[config.mk]
export PLATFORM = sky130hd
export DESIGN_NAME = ppu_write_fifo
export DESIGN_NICKNAME = d
export VERILOG_FILES = /design/src/rtl/ppu_wfifo_pkg.sv /design/src/rtl/ppu_wfifo_mem.sv /design/src/rtl/ppu_write_fifo.sv
export SDC_FILE = /design/constraint.sdc
export NUM_CORES = 2
export LEC_CHECK = 0
export BUFFER_PORTS_ARGS = -buffer_cell sky130_fd_sc_hd__buf_2
export CAP_MARGIN = 20
export CORE_ASPECT_RATIO = 0.8
export CORE_MARGIN = 2
export CORE_UTILIZATION = 30
export CTS_CLUSTER_DIAMETER = 30
export DETAILED_ROUTE_END_ITERATION = 10
export PLACE_DENSITY = 0.46
export SETUP_SLACK_MARGIN = 0.15
export SLEW_MARGIN = 5
export SYNTH_ARGS = -nofsm -noshare
export SYNTH_HDL_FRONTEND = slang
export SYNTH_SLANG_ARGS = --single-unit
[constraint.sdc]
create_clock -name clk -period 3.8 [get_ports clk]
set_clock_uncertainty 0.15 [all_clocks]
set_input_delay 0.19 -clock clk [delete_from_list [all_inputs] [get_ports clk]]
set_output_delay 0.19 -clock clk [all_outputs]
set_load 0.05 [all_outputs]
[src/rtl/ppu_wfifo_pkg.sv]
// Shared types and constants for the PPU posting write buffer.
// The optional high-water-mark interrupt is enabled by defining PPU_WFIFO_HWM_IRQ_EN.
package ppu_wfifo_pkg;

    // One queued CPU write: PPU word address plus write data.
    typedef struct packed {
        logic [11:0] addr;
        logic [31:0] data;
    } wfifo_entry_t;

    localparam int ENTRY_W = $bits(wfifo_entry_t);

    // IDLE holds writes back during active video; DRAIN empties the queue during vblank.
    typedef enum logic {
        IDLE  = 1'b0,
        DRAIN = 1'b1
    } wfifo_state_t;

    // Word address that acknowledges the interrupt instead of being queued.
    localparam logic [11:0] CTRL_ADDR_DEFAULT = 12'hFFF;

endpackage

[src/rtl/ppu_wfifo_mem.sv]
// Storage for the PPU write buffer: DEPTH entries, one synchronous write port
// and one asynchronous read port so the queue head is always visible.
module ppu_wfifo_mem #(
    parameter int DEPTH = 64,
    parameter int WIDTH = 44,
    parameter int AW    = $clog2(DEPTH)
) (
    input  logic             clk,
    input  logic             wr_en,
    input  logic [AW-1:0]    wr_addr,
    input  logic [WIDTH-1:0] wr_data,
    input  logic [AW-1:0]    rd_addr,
    output logic [WIDTH-1:0] rd_data
);

    logic [WIDTH-1:0] mem [DEPTH];

    // Write port: store an entry on the clock edge it is pushed.
    always_ff @(posedge clk) begin
        if (wr_en) begin
            mem[wr_addr] <= wr_data;
        end
    end

    assign rd_data = mem[rd_addr];

endmodule

[src/rtl/ppu_write_fifo.sv]
// Posting write buffer between the HPS lightweight Avalon-MM slave and the PPU.
// CPU writes are queued during active video and replayed into the PPU only while
// vblank is high, so memory updates never tear mid-frame. Also owns the vblank
// interrupt, acknowledged by a write to CTRL_ADDR.
// Optional feature macro: PPU_WFIFO_HWM_IRQ_EN (irq also raised when occupancy
// reaches HWM).
module ppu_write_fifo
    import ppu_wfifo_pkg::*;
#(
    parameter int          DEPTH     = 64,
    parameter logic [11:0] CTRL_ADDR = CTRL_ADDR_DEFAULT,
    parameter int          HWM       = 48
) (
    input  logic                    clk,
    input  logic                    reset,
    input  logic                    av_chipselect,
    input  logic                    av_write,
    input  logic [11:0]             av_address,
    input  logic [31:0]             av_writedata,
    output logic                    av_waitrequest,
    input  logic                    vblank,
    output logic                    ppu_chipselect,
    output logic                    ppu_write,
    output logic [11:0]             ppu_address,
    output logic [31:0]             ppu_write_data,
    output logic                    irq,
    output logic [$clog2(DEPTH):0]  count
);

    localparam int PTR_W = $clog2(DEPTH);
    localparam int CNT_W = PTR_W + 1;
    localparam logic [CNT_W-1:0] DEPTH_CNT = CNT_W'(DEPTH);
    localparam logic [CNT_W-1:0] ONE_CNT   = CNT_W'(1);

    wfifo_state_t       state;
    wfifo_state_t       state_next;
    logic [PTR_W-1:0]   wr_ptr;
    logic [PTR_W-1:0]   rd_ptr;
    wfifo_entry_t       wr_entry;
    wfifo_entry_t       head_entry;
    logic [ENTRY_W-1:0] head_word;
    logic               push;
    logic               pop;
    logic               ctrl_wr;
    logic               vblank_q;
    logic               vblank_rise;
    logic               hwm_set;

    // The stall depends only on the registered count, so a pop in the same
    // cycle does not let a push through until the following cycle.
    assign av_waitrequest = (count == DEPTH_CNT);

    assign ctrl_wr = av_chipselect && av_write && (av_address == CTRL_ADDR);
    assign push    = av_chipselect && av_write && !av_waitrequest && (av_address != CTRL_ADDR);

    assign wr_entry.addr = av_address;
    assign wr_entry.data = av_writedata;
    assign head_entry    = wfifo_entry_t'(head_word);

    ppu_wfifo_mem #(
        .DEPTH (DEPTH),
        .WIDTH (ENTRY_W),
        .AW    (PTR_W)
    ) u_mem (
        .clk     (clk),
        .wr_en   (push),
        .wr_addr (wr_ptr),
        .wr_data (wr_entry),
        .rd_addr (rd_ptr),
        .rd_data (head_word)
    );

    // Pointers wrap naturally because DEPTH is a power of two; full versus
    // empty is told apart by count, never by comparing the pointers.
    always_ff @(posedge clk) begin
        if (reset) begin
            wr_ptr <= '0;
            rd_ptr <= '0;
            count  <= '0;
        end else begin
            if (push) begin
                wr_ptr <= wr_ptr + 1'b1;
            end
            if (pop) begin
                rd_ptr <= rd_ptr + 1'b1;
            end
            case ({push, pop})
                2'b10:   count <= count + 1'b1;
                2'b01:   count <= count - 1'b1;
                default: count <= count;
            endcase
        end
    end

    // State register for the drain controller.
    always_ff @(posedge clk) begin
        if (reset) begin
            state <= IDLE;
        end else begin
            state <= state_next;
        end
    end

    // Drain only while vblank is high; a falling vblank stops new pops at once.
    always_comb begin
        state_next = state;
        pop        = 1'b0;
        case (state)
            IDLE: begin
                if (vblank && (count != '0)) begin
                    state_next = DRAIN;
                end
            end
            DRAIN: begin
                pop = vblank && (count != '0);
                if (!vblank) begin
                    state_next = IDLE;
                end else if (pop && (count == ONE_CNT)) begin
                    state_next = IDLE;
                end
            end
            default: begin
                state_next = IDLE;
            end
        endcase
    end

    // Register the popped head onto the PPU bus; address/data hold between pops.
    always_ff @(posedge clk) begin
        if (reset) begin
            ppu_chipselect <= 1'b0;
            ppu_write      <= 1'b0;
            ppu_address    <= '0;
            ppu_write_data <= '0;
        end else begin
            ppu_chipselect <= pop;
            ppu_write      <= pop;
            if (pop) begin
                ppu_address    <= head_entry.addr;
                ppu_write_data <= head_entry.data;
            end
        end
    end

    assign vblank_rise = vblank && !vblank_q;

`ifdef PPU_WFIFO_HWM_IRQ_EN
    logic hwm_armed;
    logic hwm_level;

    assign hwm_level = (count >= CNT_W'(HWM));
    assign hwm_set   = hwm_armed && hwm_level;

    // One interrupt per crossing: disarm on firing, re-arm once occupancy drops below HWM.
    always_ff @(posedge clk) begin
        if (reset) begin
            hwm_armed <= 1'b1;
        end else if (!hwm_level) begin
            hwm_armed <= 1'b1;
        end else if (hwm_set) begin
            hwm_armed <= 1'b0;
        end
    end
`else
    // HWM is accepted as a parameter but has no effect in this build.
    assign hwm_set = 1'b0 & (count >= CNT_W'(HWM));
`endif

    // Interrupt: set on a vblank rising edge (or HWM), cleared by a CTRL write;
    // a set in the same cycle as a clear wins.
    always_ff @(posedge clk) begin
        if (reset) begin
            vblank_q <= 1'b0;
            irq      <= 1'b0;
        end else begin
            vblank_q <= vblank;
            if (vblank_rise || hwm_set) begin
                irq <= 1'b1;
            end else if (ctrl_wr) begin
                irq <= 1'b0;
            end
        end
    end

endmodule

==> results by group <==
Synth
  – Mean Syn Cell Area: 21.0 µm²
  – Predominant post-synthesis flop cell: edfxtp_1
  – EDFF count, synth: 2816
  – Mapped cell area: 110000 µm²
  – Synth Register Bits: 2883
  – Ys async rst share: 0%
  – Ys Warns: 0
  – Register area share after synthesis: 77.8%
  – Number of library cell types mapped by synthesis: 76
  – Synthesized netlist cell count: 5258
  – Mapped Nets: 5314

Floorplanning
  – Die W: 682 µm
  – Chip height: 547 µm
  – Die area: 373000 µm²
  – Initial Util: 30.1%
  – I/O pins: 104
  – Core Rows: 199
  – Core Region: 367000 µm²

STA
  – Actual slew at the worst max-slew pin: 1150 ps
  – Fmax: 0.287 GHz
  – RSZ-0062 raised after global routing: false
  – Count of final setup violators: 0
  – Slew Limit Headroom: 23.4%
  – Final setup TNS: 0 ps
  – Pins Over Slew Limit: 0
  – Final Hold Fails: 0
  – Tmin final: 3490 ps
  – Final period utilization: 91.8%
  – Min Hold Slack: 54.7 ps

Drt
  – DR iter-0 viols: 7418
  – WL per Instance: 33.2 µm
  – Vias per Instance: 5.27
  – Vias: 60100
  – TritonRoute pass-1 iters: 6
  – Routed Antenna Nets: 0
  – Detailed Route WL: 378 mm
  – DR DRC count: 0

Finish
  – Fin nets: 6111
  – Core Util, Final: 37.9%
  – Fin area: 139000 µm²
  – Layout cell share with drive strength beyond 1: 30.6%
  – Fin cells: 11400
  – Layout area overhead: 26.0%
  – Fillers: 33300
  – Area of the multi-input gates: 23300 µm²
  – Register area: 85900 µm²

Power
  – LEAKAGE: 0.0436 µW
  – Peak supply drop: 0.343 mV
  – PD cells: 600 nW/µm²

Global route
  – Grt total ovfl: 0
  – Aggregate global-route resource usage: 19.9%
  – First-pass GRT wire length: 515 mm
  – Vias in the first global route: 60500
  – Pin count of the biggest net entering global routing: 65
  – Initial antenna violation count: 30

Place
  – Gp weighted congestion: 0.784
  – Cell Area, Placed: 121000 µm²
  – DP Wirelength: 227 mm
  – Number of cells after detailed placement: 10400
  – Port Buffers: 103

Critical path
  – Critical path data required time: 4160 ps
  – Worst setup EP type: register
  – Worst-path fanout max: 18
  – CP peak stage delay: 780 ps
  – Startpoint Class: register
  – Critical path type: register to register
  – CP Launch Point: count[0]
  – Cell mode on critical path: buf_4
  – Reg2reg start: count[0]
  – Worst path bufs/invs: 4
  – Crit-path slowest cell: nor2_4
  – Crit path max-delay family: simple AND/OR/NAND/NOR gates
  – Worst path cell trace: inv_1 > ha_1 > nand4bb_1 > nor3_2 > nor3_2 > buf_4 > nand3_1 > buf_4 > nor2_4 > buf_4
  – Arrival @ worst endpoint: 3850 ps

Clock network
  – Post-CTS setup buffers: 0
  – Num CTS Buffers: 534
  – Skew-Pair Late Insertion Delay: 920 ps
  – H-tree Lvls: 6
  – Worst-path clk slew: 50 ps
  – Total clock sinks: 2883
  – Post-CTS sizing: 0
  – CTS Buffer Depth: 4
  – TritonCTS clock tree: yes
  – CTS Root Cell: clkbuf_16

Min path
  – Hold path startpoint: av_writedata[16]
  – Type of the most critical hold path: primary input to register

Run
  – Max Cap Violations: 0

Outcome
  – Status: completed
## routing by layer
metal | global-route usage [%] | vias up | wire, µm
met5 | 0 | - | 23
met4 | 4.13 | 4 | 6760
met3 | 3.19 | 473 | 25400
met2 | 30.4 | 2536 | 172000
met1 | 30.0 | 33100 | 174000
li1 | - | 23900 | -
## state kept, by name, indices dropped and copies added (netlist names)
| register | flops |
|---|---|
| state | 1 |
| irq | 1 |
| ppu_write | 1 |
| wr_ptr | 6 |
| ppu_write_data | 32 |
| ppu_address | 12 |
| u_mem.mem | 2816 |
| vblank_q | 1 |
| rd_ptr | 6 |
| count | 7 |
## final timing paths
path / cells after the start / slack (ps) / to
worst max-delay path: 10 / 310 / u_mem.mem[31][2]
worst min-delay path: 2 / 50 / u_mem.mem[38][16]
worst max register to register: 10 / 310 / u_mem.mem[31][2]
worst min register to register: 2 / 360 / ppu_write_data[18]
## cell usage after synthesis, drive strengths merged (8+ instances only)
library cell	number	area [µm²]
buf	199	1370
dfxtp	67	1340
clkbuf	107	402
nor2	161	604
a2111oi	20	181
nor3	23	120
a22o	9	78.8
a211oi	31	233
mux4	539	12100
o221ai	62	543
a32oi	15	131
o22ai	87	544
o21ai	77	385
a221oi	24	210
nand2	176	661
nor2b	27	169
a22oi	45	338
inv	11	41.3
o211ai	21	163
a31oi	26	163
mux2i	408	4080
xnor2	8	70.1
nand3	45	225
and2	9	56.3
edfxtp	2816	84600
a21oi	138	691
## cell usage in the layout (no fill, tap or decap), types with 9 or more instances in the layout
cell / netlist / layout
clkinv_1: 3 / 74
buf_12: 1 / 131
a221oi_1: 24 / 24
nor3_1: 22 / 20
inv_6: 0 / 32
dfxtp_1: 67 / 59
buf_2: 83 / 102
o22ai_1: 87 / 87
clkbuf_8: 0 / 11
a21oi_1: 138 / 137
o21ai_0: 55 / 55
o221ai_1: 62 / 62
a2111oi_0: 19 / 16
inv_1: 10 / 9
clkinv_2: 0 / 70
clkinv_4: 0 / 26
clkinvlp_4: 0 / 46
o21ai_1: 22 / 22
clkinv_8: 0 / 11
bufinv_16: 0 / 60
clkbuf_16: 0 / 546
nor2b_1: 27 / 22
a31oi_1: 26 / 26
a22o_1: 9 / 9
dlygate4sd3_1: 0 / 48
a211oi_1: 31 / 30
buf_4: 52 / 285
nor2_4: 0 / 68
nand2_1: 176 / 176
o211ai_1: 20 / 20
mux4_2: 539 / 539
edfxtp_1: 2816 / 2816
clkbuf_1: 107 / 68
mux2i_1: 408 / 408
nor2_1: 161 / 91
nand3_1: 45 / 41
a32oi_1: 15 / 15
a22oi_1: 45 / 45
## worst reg2reg max path: cells and delay by family (launching register included)
kind          cells  cell delay, ps
simple gates      5            1330
buf+inv           4            1020
flops             1             390
fa+ha+maj         1             220
## power by group
part	internal, µW	total (µW)	leakage (µW)	switching, µW
clock network	30700	47100	0.00861	16400
registers	35000	35000	0.0259	36.5
logic	398	1400	0.00915	1000
## through the flow
stage	worst slack (ps)	total power, µW
2_1_floorplan	-81.2	36100
3_3_place_gp	324	37000
3_5_place_dp	351	37000
4_1_cts	325	84300
5_1_grt	179	85900
6_report	310	83500
## final cells by class
cell class | instances | area share, %
sequential | 2883 | 61.8
multi-input combinational | 2055 | 16.7
clock buffer | 625 | 10.1
tap | 4924 | 4.43
timing repair buffer | 567 | 4.16
clock inverter | 333 | 2.75
inverter | 14 | 0.0414
antenna | 6 | 0.0108
## timing repair
item,CTS,global route
hold buffers,48,0
endpoints found under the hold margin,2191,0
endpoints found under the setup margin,0,0
## cell families (layout without fill, tap and decap cells)
group                      count (synthesis)  count (layout)  synth area share (%)
AOI/OAI and AO/OA                        603             603                  3.71
xor gates and xnor gates                  14              14                 0.111
adders and majority gates                  7               7                0.0793
buffers and inverters                    320            1539                  1.65
DFF                                     2883            2883                  77.8
muxes                                    948             948                  14.7
other                                      0               6                     0
and+or+nand+nor                          483             483                  1.93
Note: power is estimated with default switching activity, not from simulation.
